--- src/rtl/arq_rx_buf.sv ---
// First-word-fall-through receive FIFO with wrap-bit pointers.
module arq_rx_buf #(
  parameter int unsigned DATA_WIDTH = 4,
  parameter int unsigned DEPTH      = 4
) (
  input  logic                  clk,
  input  logic                  rst_n,
  input  logic                  wr_en,
  input  logic [DATA_WIDTH-1:0] wr_data,
  input  logic                  rd_en,
  output logic [DATA_WIDTH-1:0] rd_data,
  output logic                  empty,
  output logic                  full
);
  localparam int unsigned AW = $clog2(DEPTH);

  logic [DATA_WIDTH-1:0] mem [DEPTH];
  logic [AW:0]           wr_ptr;
  logic [AW:0]           rd_ptr;
  logic                  do_wr;
  logic                  do_rd;

  assign empty   = (wr_ptr == rd_ptr);
  assign full    = (wr_ptr[AW] != rd_ptr[AW]) && (wr_ptr[AW-1:0] == rd_ptr[AW-1:0]);
  assign do_wr   = wr_en && !full;
  assign do_rd   = rd_en && !empty;
  assign rd_data = empty ? '0 : mem[rd_ptr[AW-1:0]];

  always_ff @(posedge clk) begin
    if (!rst_n) begin
      wr_ptr <= '0;
      rd_ptr <= '0;
    end else begin
      if (do_wr) wr_ptr <= wr_ptr + (AW+1)'(1);
      if (do_rd) rd_ptr <= rd_ptr + (AW+1)'(1);
    end
  end

  // Storage is not reset; contents are only visible while non-empty.
  always_ff @(posedge clk) begin
    if (do_wr) mem[wr_ptr[AW-1:0]] <= wr_data;
  end

endmodule

--- config.mk ---
export PLATFORM = sky130hd
export DESIGN_NAME = arq_rx_buf
export DESIGN_NICKNAME = d
export VERILOG_FILES = /design/src/rtl/arq_rx_buf.sv
export SDC_FILE = /design/constraint.sdc
export NUM_CORES = 1
export LEC_CHECK = 0
export ABC_CLOCK_PERIOD_IN_PS = 1300
export CORE_ASPECT_RATIO = 1.2
export CORE_UTILIZATION = 48
export DETAILED_ROUTE_END_ITERATION = 16
export PLACE_DENSITY = 0.82
export SLEW_MARGIN = 20
export SYNTH_ARGS = -nofsm -noshare
export SYNTH_HDL_FRONTEND = slang
export SYNTH_SLANG_ARGS = --single-unit
--- constraint.sdc ---
create_clock -name clk -period 1.3 [get_ports clk]
set_clock_uncertainty 0.05 [all_clocks]
set_input_delay 0.26 -clock clk [delete_from_list [all_inputs] [get_ports clk]]
set_output_delay 0.26 -clock clk [all_outputs]
set_load 0.1 [all_outputs]
# Yosys cells after proc, flatten, opt, wreduce, memory -nomap -nowiden
# Memories as Yosys holds them, arrays and structs flattened. A register that Yosys moved wholly into a read port is not among the register bits.
# Cells that the tools add are included.
[word_totals]
reg_bits = 6
mem_bits_rw = 16
in_bits = 8
out_inout_bits = 6
elab_cells = 18
memories = 1
[mem_list]
columns = ["name", "words", "width", "read_ports", "rd_ports_with_merged_regs", "wr", "line", "rtl"]
rows = [
  ["mem", 4, 4, 1, 1, 1, "17", "logic [DATA_WIDTH-1:0] mem [DEPTH];"],
]
[classes]
addsub = 2
n_eq_ne = 3
n_mux = 5
n_reduce_logical = 5
[op_table]
columns = ["op", "n"]
rows = [
  ["3-bit by 1-bit adder with 3-bit output (second input constant)", 2],
  ["2-bit two-way mux", 2],
  ["4-bit two-way mux", 1],
  ["3-bit == test", 1],
  ["1-bit logical AND", 3],
  ["2-bit == test", 1],
  ["1-bit zero test", 2],
  ["1-bit two-way mux", 2],
  ["1-bit inequality test", 1],
]

# Longest topological paths before layout
# Gate-level depths: netlist of the first run.
[depth]
ltp_word = 6
depth_mapped = 5
ltp_nobuf = 4

# Worst setup path before layout of the first run
# OpenSTA, ideal clock, no wires.
[synth_timing]
path_kind = "reg2out"
start = "reg wr_ptr[0]"
end = "out rd_data[0]"
arrival_ps = 4229
required_time_ps = 990
path_slack_ps = -3239
path_stages_with_launch = 4
cell_sequence = "dfxtp_1 xor2_1 nor3_1 nor2b_1"
[synth_between]
elab_chain_len = 2
[synth_rtl]
columns = ["item", "line", "rtl"]
rows = [
  ["start, declared", "18", "logic [AW:0] wr_ptr;"],
  ["start signal, assigned", "34", "if (do_wr) wr_ptr <= wr_ptr + (AW+1)'(1);"],
  ["3-bit == test", "23", "assign empty = (wr_ptr == rd_ptr);"],
  ["named net empty", "12", "output logic empty,"],
  ["4-bit two-way mux", "27", "assign rd_data = empty ? '0 : mem[rd_ptr[AW-1:0]];"],
  ["end, declared", "11", "output logic [DATA_WIDTH-1:0] rd_data,"],
]
# The timed path passes the listed nets, and every way through them passes these cells.

==> results_dict.tcl, run 1 <==
set metrics [dict create \
    track_usage_pct 33.3 \
    synth_top_area_share_pct 41.0 \
    min_to "mem[1][1]" \
    leakage_nw 0.769 \
    synthToLayoutAreaGrowth_pct 76.2 \
    synthMuxAreaShare_pct 7.69 \
    worstSetupStartpointType "flop" \
    ir_worst_vdd_mv 2.23 \
    place.gp.congestion 0.930 \
    port_buffers 13 \
    drive_gt1_share_pct 60.7 \
    reg2reg_slack_ps -340 \
    clkTransAtPathRegs_ps 130 \
    rsz0062_at_grt "yes" \
    yosys.cell_types.count 27 \
    synth_area_leaders "edfxtp_1, dfxtp_1, mux4_2, ha_1, a211o_1" \
    yosys_most_used_dff "edfxtp_1" \
    fill_cells 92 \
    cts_tree "built" \
    synthCells 92 \
    clk_path_buf_depth 2 \
    fin_area_um2 2060 \
    hp-class "in -> reg" \
    synth_xor_xnor_area_share_pct 4.49 \
    slew_headroom_pct 79.1 \
    crit_family "multiplexers" \
    die-height_um 56.1 \
    path_buf_inv 1 \
    routed_wl_mm 4.11 \
    holdCritStartpoint "wr_data[1]" \
    placed_cell_area_um2 1710 \
    remaining_drc_errors 0 \
    seq_area_frac_synth_pct 54.7 \
    numCtsBuffers 3 \
    first_pass_iters 4 \
    timing.final.crit_share_pct 143 \
    synth_fa_ha_area_share_pct 5.34 \
    p_total_mw 5.82 \
    required_ps 990 \
    fin_util_pct 89.5 \
    syn_area_per_cell_um2 12.7 \
    grt_pass1_wl_mm 5.77 \
    grt_overflow_total 0 \
    fin_ws_ps -561 \
    synthTopCellsByCount "edfxtp_1, dfxtp_1, ha_1, inv_1" \
    n_antenna_cell 0 \
    crit_chain "mux4_2 -> nor2b_4 -> buf_12" \
    drt_iter0_markers 69 \
    fmax_ghz 0.537 \
    yosys.area_share.simple_pct 13.8 \
    max-cap-violations 0 \
    synth_compound_area_share_pct 10.8 \
    dp_hpwl_mm 2.36 \
    chipWidth_um 47.1 \
    vias 1063 \
    synth_seq_cells 24 \
    status "complete, but fails checks" \
    period_minus_slack_ps 1860 \
    holdPathStages 1 \
    initial_core_util_pct 50.8 \
    synthesis.nets 105 \
    hold_viol_final 0 \
    clock_latency_ps 320 \
    grt_pass1_vias 1116 \
    slowest_stage "mux4_2" \
    powerDensity_nw_per_um2 2820 \
    synth_edf_count 16 \
    slew_violations 0 \
    cts_root_buffer "clkbuf_4" \
    crit_type "reg -> out" \
    syn_area_um2 1170 \
    num_io_pins 14 \
    final_nets 154 \
    die-area_um2 2640 \
    synth_top_family_by_area "simple AND/OR/NAND/NOR gates" \
    ys_async_sr_fraction_pct 0 \
    coreArea_um2 2310 \
    clock-sinks 24 \
    critical-path-max-stage-delay_ps 510 \
    setup_violations 30 \
    synth_largest_area_cell "edfxtp_1" \
    arrival_ps 1550 \
    ant_nets 0 \
    htreeDepth 1 \
    yosysWarnings 0 \
    rows 19 \
    endpoint_kind "primary output" \
    tightest_slew_ps 310 \
    r2r_end "wr_ptr[2]" \
    crit_path_max_fanout 4 \
    grt_antenna_before_repair 0 \
    grt_max_degree 15 \
    violations "negative setup slack" \
    timing.rr.start "wr_ptr[0]" \
    synth.most_common_cell "edfxtp_1" \
    vias_per_cell 6.22 \
    wl_per_cell_um 24.0 \
    reg2reg_depth 5 \
]
cell usage in the layout, fill, tap and decap left out, types with 4 or more instances in the layout:
cell / n
buf_4: 14
mux4_2: 4
dfxtp_4: 7
a211o_1: 4
nor2b_4: 4
edfxtp_1: 16
clkdlybuf4s50_1: 7
buf_12: 9
nand3b_1: 4
buf_6: 16
kinds of logic after synthesis:
group           after synthesis
xor+xnor                      6
compound gates               18
buf+inv                       7
fa+ha+maj                     5
flops                        24
simple gates                 28
mux                           4
per-stage QoR:
step	std cells	hold WS (ps)	TNS (ps)	setup WS [ps]
2_1_floorplan	92	309	-9160	-998
3_3_place_gp	159	603	-7700	-338
3_5_place_dp	159	633	-9790	-463
4_1_cts	167	536	-7200	-587
5_1_grt	171	526	-9470	-611
6_report	171	548	-8650	-561
sequential cells by signal, indices dropped and copies added (netlist names), named ones only:
signal / flops
wr_ptr: 3
mem: 16
rd_ptr: 3
worst max path at each step:
stage / cells after the start / slack, ps / to / from
finish: 3 / -560 / rd_data[0] / flop
global route: 3 / -610 / rd_data[0] / flop
CTS: 3 / -590 / rd_data[2] / flop
detailed placement: 4 / -460 / mem[2][1] / wr_en
global placement: 4 / -340 / mem[2][2] / wr_en
floorplan: 4 / -1000 / rd_data[0] / wr_ptr[1]
routing by layer:
layer	wire length, um	track usage [%]	up-vias
met3	218	4.22	18
met1	1390	33.5	525
met4	210	21.2	0
li1	-	-	454
met2	2290	59.3	66
met5	0	0	-
power by group:
group	leakage (nW)	switching (mW)	internal (mW)
Combinational	0.524	2.27	1.87
Clock	0.0279	0.227	0.312
Sequential	0.217	0.156	0.996
area by class of cell:
cell class	instances	area, um2	share of cell area (%)
Inverter	5	22.5	1.09
Clock inverter	1	30.0	1.46
Multi-Input combinational cell	61	747	36.2
Sequential cell	24	667	32.3
Clock buffer	3	22.5	1.09
Tap cell	31	38.8	1.88
Timing Repair Buffer	46	536	26.0
timing repair:
item	CTS	global route
setup buffers	5	5
pin swaps	21	10
endpoints found under the setup margin	30	30
hold endpoints to repair	0	0
gates resized for setup	49	6
hold buffers	0	0
Power figures use the tool's default switching activity.
==> run 2, diff against run 1 <==
- CORE_ASPECT_RATIO: 1.2 -> unset
- PLACE_DENSITY: 0.82 -> unset
- PLACE_DENSITY_LB_ADDON: unset -> 0.12
==> results_dict.tcl, run 2 <==
set metrics [dict create \
    rows 17 \
    synthTopCellsByCount "edfxtp_1, dfxtp_1, ha_1, inv_1" \
    clock-sinks 24 \
    syn_area_per_cell_um2 12.7 \
    endpoint_type "primary output" \
    firstError "[ERROR DPL-0033] detailed placement checks failed during check placement." \
    numCtsBuffers 3 \
    synthesis.nets 105 \
    synth_seq_cells 24 \
    status "aborted with a tool error" \
    grt_max_degree 15 \
    stop_stage "global routing" \
    chipWidth_um 51.4 \
    worstEndpointGrtRepair "rd_data[0]" \
    synth.most_common_cell "edfxtp_1" \
    grt_antenna_before_repair 0 \
    htreeDepth 1 \
    place.gp.congestion 0.834 \
    num_io_pins 14 \
    yosys.cell_types.count 27 \
    yosysWarnings 0 \
    placed_cell_area_um2 1670 \
    syn_area_um2 1170 \
    synth_top_area_share_pct 41.0 \
    synthCells 92 \
    port_buffers 13 \
    synth_area_leaders "edfxtp_1, dfxtp_1, mux4_2, ha_1, a211o_1" \
    yosys_most_used_dff "edfxtp_1" \
    synth_edf_count 16 \
    clk_path_buf_depth 2 \
    ys_async_sr_fraction_pct 0 \
    die-height_um 51.4 \
    cts_root_buffer "clkbuf_4" \
    dp_hpwl_mm 2.07 \
    synth_largest_area_cell "edfxtp_1" \
    seq_area_frac_synth_pct 54.7 \
    holdBufCountCts 0 \
    initial_core_util_pct 51.9 \
]
-- run 2: cell counts after synthesis --
Identical to the previous run, type by type.
-- run 2: what timing repair did --
| item | CTS |
|---|---|
| setup endpoints to repair | 30 |
| buffers inserted | 15 |
| gates resized for setup | 48 |
| cloned | 0 |
| pin swaps | 12 |
-- run 2: kinds of logic after synthesis --
kind of cell,Yosys count,synth area share (%)
DFF,24,54.7
and+or+nand+nor,28,13.8
xor gates and xnor gates,6,4.49
adders and majority gates,5,5.34
AOI/OAI and AO/OA,18,10.8
buffers and inverters,7,3.21
muxes,4,7.69
-- run 2: metrics by stage --
step / setup slack (ps) / cells
2_1_floorplan: -998 / 92
3_3_place_gp: -336 / 153
3_5_place_dp: -392 / 153
4_1_cts: -546 / 172
==> run 3, diff against run 2 <==
- ABC_CLOCK_PERIOD_IN_PS: 1300 -> 1700
- CORE_AREA: unset -> 2 2 63 65
- CORE_UTILIZATION: 48 -> unset
- DIE_AREA: unset -> 0 0 65 67
- PLACE_DENSITY_LB_ADDON: 0.12 -> 0.15
- clock period: 1.3 -> 1.7 ns (I/O delays scaled with it)
==> results_dict.tcl, run 3 (synthesis results as in run 1) <==
set metrics [dict create \
    tightest_slew_ps 271 \
    period_minus_slack_ps 1840 \
    die-height_um 67 \
    clk_path_buf_depth 2 \
    remaining_drc_errors 0 \
    fill_cells 307 \
    holdCritStartpoint "rd_ptr[2]" \
    violations "negative setup slack" \
    grt_pass1_wl_mm 4.15 \
    grt_pass1_vias 918 \
    fin_cells 171 \
    slew_violations 0 \
    slowest_stage "mux4_2" \
    coreArea_um2 3610 \
    cp_num_cells 3 \
    status "complete, but fails checks" \
    multi_input_area_um2 593 \
    initial_core_util_pct 32.5 \
    min_to "wr_ptr[2]" \
    rsz0062_at_grt "yes" \
    numCtsBuffers 3 \
    clock-sinks 24 \
    crit_type "reg -> out" \
    port_buffers 13 \
    setup_violations 6 \
    first_pass_iters 4 \
    ant_nets 0 \
    drt_iter0_markers 32 \
    crit_chain "mux4_2 -> nor2b_4 -> buf_12" \
    timing.rr.start "wr_ptr[1]" \
    rows 22 \
    chipWidth_um 65 \
    die-area_um2 4360 \
    regArea_um2 656 \
    largest_register_ff_count 16 \
    critical-path-max-stage-delay_ps 490 \
    dp_hpwl_mm 1.89 \
    timing.final.crit_share_pct 108 \
    reg2reg_depth 5 \
    required_ps 1310 \
    synthToLayoutAreaGrowth_pct 47.3 \
    vias_per_cell 4.88 \
    track_usage_pct 13.2 \
    cts_tree "built" \
    reg2reg_slack_ps 150 \
    crit_path_max_fanout 4 \
    cts_root_buffer "clkbuf_8" \
    clkTransAtPathRegs_ps 80 \
    grt_max_degree 15 \
    hold_viol_final 0 \
    num_io_pins 14 \
    endpoint_kind "primary output" \
    grt_overflow_total 0 \
    arrival_ps 1450 \
    holdPathStages 2 \
    clock_latency_ps 260 \
    worstSetupStartpointType "flop" \
    routed_wl_mm 2.36 \
    slew_headroom_pct 81.9 \
    crit_family "multiplexers" \
    final_nets 137 \
    hp-class "reg -> reg" \
    fin_ws_ps -142 \
    drive_gt1_share_pct 38.2 \
    path_buf_inv 1 \
    wl_per_cell_um 13.8 \
    place.gp.congestion 0.867 \
    max-cap-violations 0 \
    grt_antenna_before_repair 0 \
    dp_cells 165 \
    htreeDepth 1 \
    r2r_end "wr_ptr[2]" \
    layout_common_cells "edfxtp_1, buf_4, clkdlybuf4s50_1, buf_12" \
    final_common_cell "edfxtp_1" \
    n_antenna_cell 0 \
    vias 834 \
    fmax_ghz 0.543 \
]
[run 3: worst max path at each step]
stage	from	end	slack, ps
2_1_floorplan	wr_ptr[1]	rd_data[0]	-680
3_3_place_gp	wr_en	mem[0][0]	-60
4_1_cts	flop	rd_data[2]	-170
6_report	flop	rd_data[2]	-140
5_1_grt	flop	rd_data[3]	-210
3_5_place_dp	wr_en	mem[0][2]	-100
[run 3: cell type report]
| cell class | count | area share, % |
|---|---|---|
| Clock inverter | 1 | 1.74 |
| Tap cell | 48 | 3.48 |
| Multi-Input combinational cell | 61 | 34.4 |
| Inverter | 5 | 1.09 |
| Clock buffer | 3 | 2.39 |
| Timing Repair Buffer | 29 | 18.9 |
| Sequential cell | 24 | 38.0 |
[run 3: timing repair]
| item | in CTS | in global routing |
|---|---|---|
| pin swaps | 3 | 0 |
| setup endpoints to repair | 6 | 6 |
| resized for setup | 8 | 0 |
| cloned | 0 | 0 |
| buffers inserted | 2 | 0 |
| hold buffers | 0 | 0 |
[run 3: worst register-to-register path: cells and delay by family (launching register included)]
family | cells | cell delay (ps)
compound gates | 1 | 160
xor+xnor | 1 | 190
buf+inv | 2 | 260
flops | 1 | 370
simple gates | 1 | 450
[run 3: per-stage QoR]
step	hold WS, ps	setup TNS, ps	utilization [%]	setup WS (ps)	cell area, um2
global placement	574	-645	44.8	-62.5	1620
finish	568	-733	47.8	-142	1730
global route	616	-1090	47.8	-207	1730
detailed placement	584	-1100	44.8	-97.7	1620
CTS	579	-877	47.8	-169	1730
floorplan	389	-4010	-	-678	1270
[run 3: per-layer routing]
layer	part of all wire, %	global-route usage (%)	vias up
li1	-	-	413
met1	44	14.3	399
met2	52	23.8	20
met3	3.5	2.20	2
met4	0.98	8.51	0
met5	0	0	-
Power of run 3 is not shown: default switching activity piles up to over one toggle a cycle in this logic, so the estimate is an artifact.
==> run 4, diff against run 3 <==
- CAP_MARGIN: unset -> 15
- SETUP_SLACK_MARGIN: unset -> 0.02
- SLEW_MARGIN: 20 -> unset
==> results of run 4 <==
The final DEF is identical to that of run 3; final timing and power are the same.
Power of run 4 is left out for the same reason.
==> patch 1, RTL diff (settings of run 4) <==
`DEPTH`: 4 -> 8.
--- a/src/rtl/arq_rx_buf.sv
+++ b/src/rtl/arq_rx_buf.sv
@@ -1,7 +1,7 @@
 // First-word-fall-through receive FIFO with wrap-bit pointers.
 module arq_rx_buf #(
   parameter int unsigned DATA_WIDTH = 4,
-  parameter int unsigned DEPTH      = 4
+  parameter int unsigned DEPTH      = 8
 ) (
   input  logic                  clk,
   input  logic                  rst_n,
Function: changed (a bounded check fails within 10 cycles, from zero or initial values and one cycle with rst_n low).
==> patch 1 against run 4 <==
- setup slack worse by 230 ps
- critical path depth is 2 higher
- fmax is 11% lower
- area after synthesis is 73% higher
- wire length is 79% higher
- sequential share of layout area is 3.8 points higher
- global-route usage is 9.2 points higher
- sequential cell count is 19 higher
- the flow still finishes with violations (negative setup slack)
- cell area is 67% higher
==> patch 1: results (changes against run 4) <==
\begin{tabular}{lr}
\hline
Metric & Value \\
\hline
\multicolumn{2}{l}{\textbf{Min path}} \\
\quad Worst hold path depth & 4 (was 2) \\
\quad Path class of the lowest-slack min-delay path & primary input to flip-flop (was flip-flop to flip-flop) \\
\quad Launch point of the worst hold path & wr\_en (was rd\_ptr[2]\$\_SDFFE\_PN0P\_) \\
\multicolumn{2}{l}{\textbf{Synthesis}} \\
\quad Top cells by area, synth & edfxtp\_1 (48\%), dfxtp\_1 (11\%), mux4\_2 (8.9\%) (was edfxtp\_1 (41\%), dfxtp\_1 (14\%), mux4\_2 (7.7\%)) \\
\quad Count of distinct cell types in the synthesized netlist & 32 (was 27) \\
\quad Post-synthesis net count & 144 (was 105) \\
\quad Proportion of synthesized chip area in sequential cells & 0.585 (was 0.547) \\
\multicolumn{2}{l}{\textbf{Placed design}} \\
\quad HPWL after DPL & 2950 um (was 1890 um) \\
\quad Cell area after placement & 0.00254 sq mm (was 0.00162 sq mm) \\
\quad Number of placed instances, taps included & 217 (was 165) \\
\quad Gpl congestion & 0.873 (was 0.867) \\
\multicolumn{2}{l}{\textbf{Final layout}} \\
\quad Fill cells & 195 (was 307) \\
\quad Non-filler instance count after layout & 228 (was 171) \\
\quad Fraction of final layout cells sized beyond drive strength 1 & 0.472 (was 0.382) \\
\quad Max reg flops & 32 (was 16) \\
\quad Layout Nets & 189 (was 137) \\
\multicolumn{2}{l}{\textbf{Timing}} \\
\quad Worst-case headroom to the max-slew limit & 0.734 (was 0.819) \\
\quad Final worst setup slack & -376 ps (was -142 ps) \\
\quad Setup Viol. Count Final & 26 (was 6) \\
\multicolumn{2}{l}{\textbf{Status}} \\
\quad Result of the run & finished, violations left (unchanged) \\
\quad Violated checks & negative setup slack (unchanged) \\
\multicolumn{2}{l}{\textbf{Global routing}} \\
\quad Via count of the first global-routing pass & 1365 (was 918) \\
\quad Maximum number of pins on one net before global-route repair & 14 (was 15) \\
\quad Total Routing Usage GR & 0.224 (was 0.132) \\
\multicolumn{2}{l}{\textbf{Detailed routing}} \\
\quad Drt wl/cell & 18.5 um (was 13.8 um) \\
\quad Total vias in the final route & 1268 (was 834) \\
\multicolumn{2}{l}{\textbf{Clocking}} \\
\quad Count of H-tree levels built during CTS & 2 (was 1) \\
\quad Num CTS Buffers & 5 (was 3) \\
\quad Clock latency reported for the late side of the worst-skew pair & 290 ps (was 260 ps) \\
\multicolumn{2}{l}{\textbf{Setup path}} \\
\quad Arrival time reported for the critical path endpoint & 1690 ps (was 1450 ps) \\
\quad Register-to-Register Path Depth & 6 (was 5) \\
\quad Launch instance of the worst register-to-register path & rd\_ptr[1]\$\_SDFFE\_PN0P\_ (was wr\_ptr[1]\$\_SDFFE\_PN0P\_) \\
\quad Slowest Stage Delay on Critical Path & 520 ps (was 490 ps) \\
\quad R2R Path End & mem[5][1]\$\_DFFE\_PP\_ (was wr\_ptr[2]\$\_SDFFE\_PN0P\_) \\
\quad Reg-to-reg slack, setup & -140 ps (was 150 ps) \\
\hline
\end{tabular}
-- patch 1: cell count changes after synthesis, moves of 5 or more --
cell / run 4 / this run
nand2b_1: 0 / 7
nand2_1: 3 / 13
inv_1: 5 / 0
buf_2: 0 / 5
mux2i_1: 0 / 15
edfxtp_1: 16 / 32
-- patch 1: worst max path at each step --
stage,from,end,slack (ps),cells after the start
after floorplan,wr_ptr[3]$_SDFFE_PN0P_,rd_data[1],-1340,4
after global placement,wr_en,mem[5][1]$_DFFE_PP_,-190,4
after detailed placement,wr_en,mem[5][2]$_DFFE_PP_,-200,4
after CTS,flip-flop,rd_data[0],-400,5
after global routing,flip-flop,rd_data[2],-460,5
final,flip-flop,rd_data[0],-380,5
-- patch 1: kinds of logic (layout without fill, tap and decap cells) --
kind of cell / after synthesis / count (layout) / share of synthesized area
XOR/XNOR: 8 / 8 / 0.0495
flip-flops: 43 / 43 / 0.585
multiplexers: 23 / 23 / 0.163
buffers and inverters: 9 / 55 / 0.0198
AO/OA/AOI/OAI: 7 / 7 / 0.0458
AND/OR/NAND/NOR: 42 / 42 / 0.124
adder cells (fa/ha/maj): 2 / 2 / 0.0124
-- patch 1: metrics by stage --
stage	setup slack (ps)	setup TNS (ps)	power (mW)	hold WS [ps]	utilization
floorplan	-1340	-25880	1.79	389	-
global placement	-192	-4530	2.16	601	0.704
detailed placement	-200	-5020	2.18	609	0.704
CTS	-400	-2550	3.13	617	0.774
global route	-463	-4330	3.29	583	0.800
finish	-376	-2840	3.17	551	0.800
-- patch 1: area by class of cell --
type,count,share of cell area
multi-input cells,82,0.340
repair buffers,47,0.176
clock inverters,2,0.0208
well taps,48,0.0208
flip-flops and latches,43,0.418
clock buffers,6,0.0252
-- patch 1: power groups by stage --
stage / Sequential, mW / Clock, mW / Combinational, mW
2_1_floorplan: 1.21 / 0 / 0.582
3_3_place_gp: 1.22 / 0 / 0.947
3_5_place_dp: 1.22 / 0 / 0.964
4_1_cts: 1.19 / 0.929 / 1.00
5_1_grt: 1.20 / 0.965 / 1.12
6_report: 1.20 / 0.913 / 1.06
-- patch 1: worst min-delay path: stages --
cell	delay, ps
dlymetal6s2s_1	210
nand2_1	120
a41oi_1	60
mux2i_1	120
-- patch 1: timing repair --
| action | 4_1_cts | 5_1_grt |
|---|---|---|
| pin swaps | 9 | 5 |
| setup buffers | 5 | 6 |
| gates resized for setup | 21 | 20 |
| setup endpoints to repair | 35 | 40 |
| hold buffers | 0 | 0 |
-- patch 1: layer usage --
layer,wire length (um),global-route usage,vias to the layer above
met5,0,0,-
met4,45,0.0745,0
met3,90,0.0456,6
met2,2550,0.451,21
met1,1540,0.225,634
li1,-,-,607
==> patch 2, RTL diff (config.mk and constraints of run 4) <==
Without the edit above. Reset style: asynchronous (`rst_n`), changed in one clocked block.
--- a/src/rtl/arq_rx_buf.sv
+++ b/src/rtl/arq_rx_buf.sv
@@ -26,7 +26,7 @@
   assign do_rd   = rd_en && !empty;
   assign rd_data = empty ? '0 : mem[rd_ptr[AW-1:0]];
 
-  always_ff @(posedge clk) begin
+  always_ff @(posedge clk or negedge rst_n) begin
     if (!rst_n) begin
       wr_ptr <= '0;
       rd_ptr <= '0;
Function: differs if rst_n is asserted again (counterexample within 4 cycles, from zero or initial values and one cycle with rst_n low); with rst_n held inactive, the same outputs for 10 cycles.
==> patch 2 against run 4 <==
- the run still ends with negative setup slack left
- cell area up 1.2%
- sequential cell count down 2
- area after synthesis down 6.6%
- critical path depth up 1
- die area unchanged
- hold slack worse by 280 ps
- setup slack worse by 140 ps
- non-clock buffer count up 8
- fmax down 6.9%
- sequential share of layout area down 1.5 points
- wire length down 4.2%
- critical path type unchanged
- largest cell class unchanged
Power is left out: the tool's default activity adds up to more than one toggle a clock period on the data nets, which glitch-free logic cannot reach.
==> patch 2: results (changes against run 4) <==
\begin{tabular}{lr}
\hline
Metric & Value \\
\hline
\multicolumn{2}{l}{\textbf{Timing}} \\
\quad Setup Viol. Count Final & 6 (unchanged) \\
\quad Final worst setup slack & -279 ps (was -142 ps) \\
\quad Worst-case headroom to the max-slew limit & 0.735 (was 0.819) \\
\multicolumn{2}{l}{\textbf{Detailed routing}} \\
\quad Total vias in the final route & 703 (was 834) \\
\quad Wirelength, routed & 2260 um (was 2360 um) \\
\multicolumn{2}{l}{\textbf{Global routing}} \\
\quad Global-route wire length before repair & 3620 um (was 4150 um) \\
\quad Total Routing Usage GR & 0.118 (was 0.132) \\
\quad Maximum number of pins on one net before global-route repair & 13 (was 15) \\
\quad Via count of the first global-routing pass & 742 (was 918) \\
\multicolumn{2}{l}{\textbf{Setup path}} \\
\quad Reg-to-reg slack, setup & 40 ps (was 150 ps) \\
\quad Launch instance of the worst register-to-register path & rd\_ptr[0]\$\_DFFE\_PN0P\_ (was wr\_ptr[1]\$\_SDFFE\_PN0P\_) \\
\quad Register-to-Register Path Depth & 7 (was 5) \\
\quad R2R Path End & mem[0][3]\$\_DFFE\_PP\_ (was wr\_ptr[2]\$\_SDFFE\_PN0P\_) \\
\quad Arrival time reported for the critical path endpoint & 1590 ps (was 1450 ps) \\
\quad Worst-path fanout max & 3 (was 4) \\
\multicolumn{2}{l}{\textbf{Placed design}} \\
\quad Gpl congestion & 0.804 (was 0.867) \\
\quad Number of placed instances, taps included & 149 (was 165) \\
\quad HPWL after DPL & 1680 um (was 1890 um) \\
\multicolumn{2}{l}{\textbf{Synthesis}} \\
\quad Proportion of synthesized chip area in sequential cells & 0.577 (was 0.547) \\
\quad Most frequent cells after synthesis & edfxtp\_1 (16), dfrtp\_1 (6), xnor2\_1 (6), ha\_1 (5) (was edfxtp\_1 (16), dfxtp\_1 (8), ha\_1 (5), inv\_1 (5)) \\
\quad Portion of netlist area occupied by mux cells & 0.0824 (was 0.0769) \\
\quad Post-synthesis adder-cell area fraction & 0.0572 (was 0.0534) \\
\quad Number of instances in the synthesized netlist & 71 (was 92) \\
\quad Synth Area in Compound Gates & 0.0881 (was 0.108) \\
\quad Top cells by area, synth & edfxtp\_1 (44\%), dfrtp\_1 (14\%), mux4\_2 (8.2\%) (was edfxtp\_1 (41\%), dfxtp\_1 (14\%), mux4\_2 (7.7\%)) \\
\quad Post-synthesis net count & 84 (was 105) \\
\quad Xor and xnor fraction of the mapped netlist area & 0.0938 (was 0.0449) \\
\quad Count of distinct cell types in the synthesized netlist & 23 (was 27) \\
\multicolumn{2}{l}{\textbf{Final layout}} \\
\quad Fraction of final layout cells sized beyond drive strength 1 & 0.555 (was 0.382) \\
\quad Layout Nets & 124 (was 137) \\
\quad Non-filler instance count after layout & 158 (was 171) \\
\multicolumn{2}{l}{\textbf{Status}} \\
\quad Violated checks & negative setup slack (unchanged) \\
\quad Result of the run & finished, violations left (unchanged) \\
\hline
\end{tabular}
patch 2: per-stage QoR:
stage	cell area, sq um	setup slack [ps]	hold WS (ps)	TNS, ps	utilization
after floorplan	1140	-837	-5.59	-3900	-
after global placement	1530	-34.3	570	-211	0.425
after detailed placement	1530	-45.6	565	-259	0.425
after CTS	1620	-307	295	-1570	0.450
after global routing	1750	-332	298	-1770	0.484
final	1750	-279	289	-1390	0.484
patch 2: repair_timing:
item	in CTS	in global routing
pin swaps	2	5
setup endpoints to repair	6	23
resized for setup	5	20
setup buffers	1	4
patch 2: worst max path at each step:
stage                                startpoint                  end  slack, ps
after floorplan           rd_ptr[0]$_DFFE_PN0P_           rd_data[0]       -840
after CTS                 rd_ptr[0]$_DFFE_PN0P_           rd_data[2]       -310
after global placement                    wr_en  mem[3][2]$_DFFE_PP_        -30
after detailed placement                  wr_en  mem[3][2]$_DFFE_PP_        -50
final                     rd_ptr[0]$_DFFE_PN0P_           rd_data[2]       -280
after global routing      rd_ptr[0]$_DFFE_PN0P_           rd_data[2]       -330
patch 2: routing by layer:
metal,global-route usage,up-vias,wire length [um]
met2,0.200,13,1220
li1,-,340,-
met5,0,-,0
met3,0.0253,4,68
met1,0.138,346,935
met4,0.0665,0,40
patch 2: worst max-delay path, stage by stage (launching register included):
cell,delay (ps)
dfrtp_2,410
buf_6,130
mux4_2,490
nor2b_4,150
buf_12,150
patch 2: logic make-up (layout without fill, tap and decap cells):
logic type,after synthesis,after routing
and+or+nand+nor,12,12
muxes,4,4
adders and majority gates,5,5
buffers and inverters,6,45
DFF,22,22
xor gates and xnor gates,10,10
AOI/OAI and AO/OA,12,12
patch 2: cell type report:
cell class / instances / area [sq um]
Sequential cell: 22 / 637
Fill cell: 328 / 1860
Clock buffer: 4 / 55.1
Multi-Input combinational cell: 43 / 567
Tap cell: 48 / 60.1
Timing Repair Buffer: 37 / 409
Inverter: 4 / 18.8
